===== src/rtl/fetch_stage.sv =====
// fetch_stage: IF stage (PC, PC+2, redirect, IF/ID buffer, halt drain) | clock/reset, imem_addr/imem_rdata, pc_stop/if_id_flush/branch_*/halt_req in, id_*/halted/fetch_count out
module fetch_stage #(
  parameter int DATA_W = 16,
  parameter logic [DATA_W-1:0] RESET_PC = '0,
  parameter logic [DATA_W-1:0] NOP_INSTR = '0,
  parameter int DRAIN_CYCLES = 3
) (
  input  logic              clock,
  input  logic              reset,
  output logic [DATA_W-1:0] imem_addr,
  input  logic [DATA_W-1:0] imem_rdata,
  input  logic              pc_stop,
  input  logic              if_id_flush,
  input  logic              branch_taken,
  input  logic [DATA_W-1:0] branch_target,
  input  logic              halt_req,
  output logic [DATA_W-1:0] id_instruction,
  output logic [DATA_W-1:0] id_pc_next_address,
  output logic              id_valid,
  output logic              halted,
  output logic [15:0]       fetch_count
);
  typedef enum logic [1:0] {RUN, DRAIN, HALTED} state_t;
  state_t state;
  logic [DATA_W-1:0] pc, pc_plus2, target;
  logic [7:0] drain_cnt;
  assign pc_plus2 = pc + DATA_W'(2);
  assign target = {branch_target[DATA_W-1:1], 1'b0};
  assign imem_addr = pc;
  assign halted = state == HALTED;
  always_ff @(posedge clock or posedge reset) begin
    if (reset) begin
      state <= RUN;
      pc <= RESET_PC;
      id_instruction <= NOP_INSTR;
      id_pc_next_address <= '0;
      id_valid <= 1'b0;
      fetch_count <= '0;
      drain_cnt <= '0;
    end else begin
      case (state)
        RUN: begin
          if (halt_req) begin
            state <= DRAIN;
            drain_cnt <= 8'(DRAIN_CYCLES - 1);
            id_instruction <= NOP_INSTR;
            id_valid <= 1'b0;
          end else if (branch_taken) begin
            pc <= target;
            id_instruction <= NOP_INSTR;
            id_valid <= 1'b0;
          end else if (pc_stop) begin
            if (if_id_flush) begin
              id_instruction <= NOP_INSTR;
              id_valid <= 1'b0;
            end
          end else if (if_id_flush) begin
            pc <= pc_plus2;
            id_instruction <= NOP_INSTR;
            id_valid <= 1'b0;
          end else begin
            pc <= pc_plus2;
            id_instruction <= imem_rdata;
            id_pc_next_address <= pc_plus2;
            id_valid <= 1'b1;
            fetch_count <= fetch_count == 16'hFFFF ? fetch_count : fetch_count + 16'd1;
          end
        end
        DRAIN: begin
          id_instruction <= NOP_INSTR;
          id_valid <= 1'b0;
          if (drain_cnt == 8'd0) state <= HALTED;
          else drain_cnt <= drain_cnt - 8'd1;
        end
        HALTED: ;
        default: state <= RUN;
      endcase
    end
  end
endmodule

===== config.mk =====
export PLATFORM = sky130hd
export DESIGN_NAME = fetch_stage
export DESIGN_NICKNAME = d
export VERILOG_FILES = /design/src/rtl/fetch_stage.sv
export SDC_FILE = /design/constraint.sdc
export NUM_CORES = 1
export LEC_CHECK = 0
export CORE_AREA = 4 4 103 95
export DETAILED_ROUTE_END_ITERATION = 10
export DIE_AREA = 0 0 107 99
export HOLD_SLACK_MARGIN = 0.1
export PLACE_DENSITY = 0.75
export SETUP_SLACK_MARGIN = 0.15
export SLEW_MARGIN = 20
export SYNTH_ARGS = -nofsm -noshare
export SYNTH_HDL_FRONTEND = slang
export SYNTH_SLANG_ARGS = --single-unit

===== constraint.sdc =====
create_clock -name clock -period 2.1 [get_ports clock]
set_input_delay 0.42 -clock clock [delete_from_list [all_inputs] [get_ports clock]]
set_output_delay 0.42 -clock clock [all_outputs]
set_load 0.02 [all_outputs]

==> results <==
-- where the power goes --
group / leakage (nW) / internal [mW] / switching, mW
Sequential: 0.980 / 1.42 / 0.0300
Clock: 0.115 / 0.730 / 0.518
Combinational: 1.09 / 0.121 / 0.104
-- synthesized netlist by cell type (all sizes together), types with 5 or more instances --
cell,instances
a21oi,10
a22o,16
buf,8
clkbuf,15
dfrtp,73
inv,8
mux2i,5
nand2,31
nand3,7
nand4,9
nor2,24
nor3,10
nor4,14
o21ai,25
o2bb2ai,10
xnor2,15
xor2,14
-- worst max-delay path, stage by stage, from the launching register on --
cell and delay [ns]:
dfrtp_1 0.44, or4_1 0.75, nor4b_4 0.34, mux2i_1 0.21
nor2_1 0.05
-- cell usage in the layout (no fill, tap or decap), types with 3 or more instances in the layout --
master	n
a22o_1	16
xor2_1	14
clkbuf_8	11
nand2_1	31
nor4_2	6
clkdlybuf4s50_1	93
nand4_1	6
buf_4	13
dlymetal6s2s_1	4
o2bb2ai_1	10
nor3_1	10
nor2_1	24
nand3_1	7
mux2i_1	5
buf_12	3
a22oi_1	4
a21oi_1	10
nor4_1	6
inv_1	7
nor2b_1	3
ha_1	4
dlygate4sd2_1	3
and2_2	3
dfrtp_1	73
o21ai_0	23
a21o_1	3
xnor2_1	15
a31oi_1	4
-- through the flow --
stage | instances | setup WS (ns) | hold WS, ns | util [%]
detailed placement | 559 | -0.121 | 0.465 | 57.1
floorplan | 347 | 0.167 | 0.499 | -
global placement | 559 | -0.0544 | 0.458 | 57.1
CTS | 575 | 0.169 | 0.490 | 59.7
global route | 576 | 0.138 | 0.519 | 60.3
finish | 576 | 0.201 | 0.483 | 60.3
-- area by class of cell --
| cell class | instances | area, um2 |
|---|---|---|
| fill | 707 | 3410 |
| sequential | 73 | 1830 |
| multi-input combinational | 242 | 1740 |
| timing repair buffer | 117 | 1180 |
| clock buffer | 11 | 151 |
| tap | 119 | 149 |
| clock inverter | 5 | 77.6 |
| inverter | 9 | 37.5 |
-- layer usage --
metal | routed length (um) | share of wire [%] | up-vias | GRT usage (%)
li1 | - | - | 1468 | -
met1 | 4120 | 45 | 1469 | 24.5
met2 | 4470 | 49 | 72 | 28.2
met3 | 438 | 4.8 | 6 | 4.19
met4 | 90 | 0.99 | 0 | 6.00
met5 | 0 | 0 | - | 0
-- worst max-delay path by stage --
stage	from	to	cells after the start	slack (ns)
global route	drain_cnt[4]	drain_cnt[7]	4	0.14
detailed placement	halt_req	fetch_count[11]	5	-0.12
CTS	imem_addr[8]	imem_addr[8]	1	0.17
floorplan	fetch_count[0]	fetch_count[1]	5	0.17
finish	drain_cnt[4]	drain_cnt[7]	4	0.20
global placement	halt_req	fetch_count[13]	5	-0.05
-- sequential cells by signal (all words and copies together), names as in the netlist --
register / cells
id_instruction: 16
drain_cnt: 8
state: 2
id_valid: 1
id_pc_next_address: 15
fetch_count: 16
imem_addr: 15
-- cells by family (layout without fill, tap and decap cells) --
| logic type | after synthesis | after routing | share of synthesized area [%] |
|---|---|---|---|
| fa+ha+maj | 4 | 4 | 1.36 |
| flops | 73 | 73 | 49.6 |
| xor+xnor | 29 | 29 | 6.89 |
| simple gates | 113 | 113 | 18.3 |
| mux | 6 | 6 | 1.66 |
| compound gates | 88 | 88 | 18.0 |
| other cells | 1 | 2 | 0.102 |
| buf+inv | 32 | 142 | 4.11 |
-- timing repair --
item | in CTS | in global routing
pin swaps | 0 | 1
setup buffers | 0 | 1
setup endpoints to repair | 3 | 9
resized for setup | 3 | 9
cloned | 0 | 0
endpoints found under the hold margin | 0 | 0
==> qor.csv <==
metric,value,unit
globalplace.congestion,0.851,
whs_path_depth,2,
syn_area_per_cell,10.6,um2
maxSlewHeadroom,49.3,%
grtUsageTotal,17.9,%
die-area,10600,um2
num_antenna_cells,0,
min_to,id_pc_next_address[7],
antenna_found_initial,0,
r2r_setup_slack,0.20,ns
synth_cells,346,
finalHoldViolCount,0,
via_per_inst,5.23,
dieWidth,107,um
cts_tree,yes,
first_pass_iters,4,
yosysTopAreaCell,dfrtp_1,
fin_area,5160,um2
timing.fmax,0.527,GHz
finalClockSkew,0.0126,ns
peakVddDrop,0.294,mV
setup_violations,0,
grt_max_degree,74,
period_share,90.4,%
clock_tree.buffer_depth,2,
drt_iter0_drc,127,
row_count,32,
vias,3015,
worstHoldStart,id_pc_next_address[7],
grt_pass1_vias,2907,
critPathCaptureType,flip-flop,
rsz0062_at_grt,true,
synth_enable_flop_cells,0,
yosysWarnings,0,
drive_gt1_share,13.8,%
h-tree-depth,3,
pin_count,104,
setup_tns,0,ns
slew_viol_final,0,
startpoint_type,flip-flop,
crit_fanout,7,
place_area,4890,um2
wl_per_cell,15.8,um
status,completed,
ant_nets,0,
core,8570,um2
netlist_top_cells_area,"dfrtp_1, a22o_1, xnor2_1",
grt_pass1_wl,15200,um
cts_buffers,9,
dpl.hpwl,6620,um
overflow,0,
reg2reg_depth,4,
synth_top_area_share,49.6,%
min_period,1.90,ns
worstSetupPathType,flip-flop to flip-flop,
maxCapViolations,0,
p_total,2.92,mW
arrival,2.12,ns
wl,9120,um
initial_core_util,43.0,%
leakagePower,2.18,nW
required,2.32,ns
syn_area,3680,um2
path_clk_slew,0.08,ns
numPortBuffers,100,
clockRootBuffer,clkbuf_8,
synth-main-ff-cell,dfrtp_1,
numClockSinks,73,
worst_hold_path_type,flip-flop to flip-flop,
area_growth,40.1,%
power_per_cell_area,566,nW/um2
clock_latency,0.33,ns
drc,0,
synth_seq_cells,73,
cts_hold_buf,0,
final_nets,494,
synth_seq_area_share,49.6,%
synth_cell_types,56,
die_h,99,um
synthArstFlopShare,100,%
rr_endpoint,drain_cnt[7],
tightest_slew,0.758,ns
reg2reg_from,drain_cnt[4],
No activity file was read; power rests on OpenSTA's default activity.
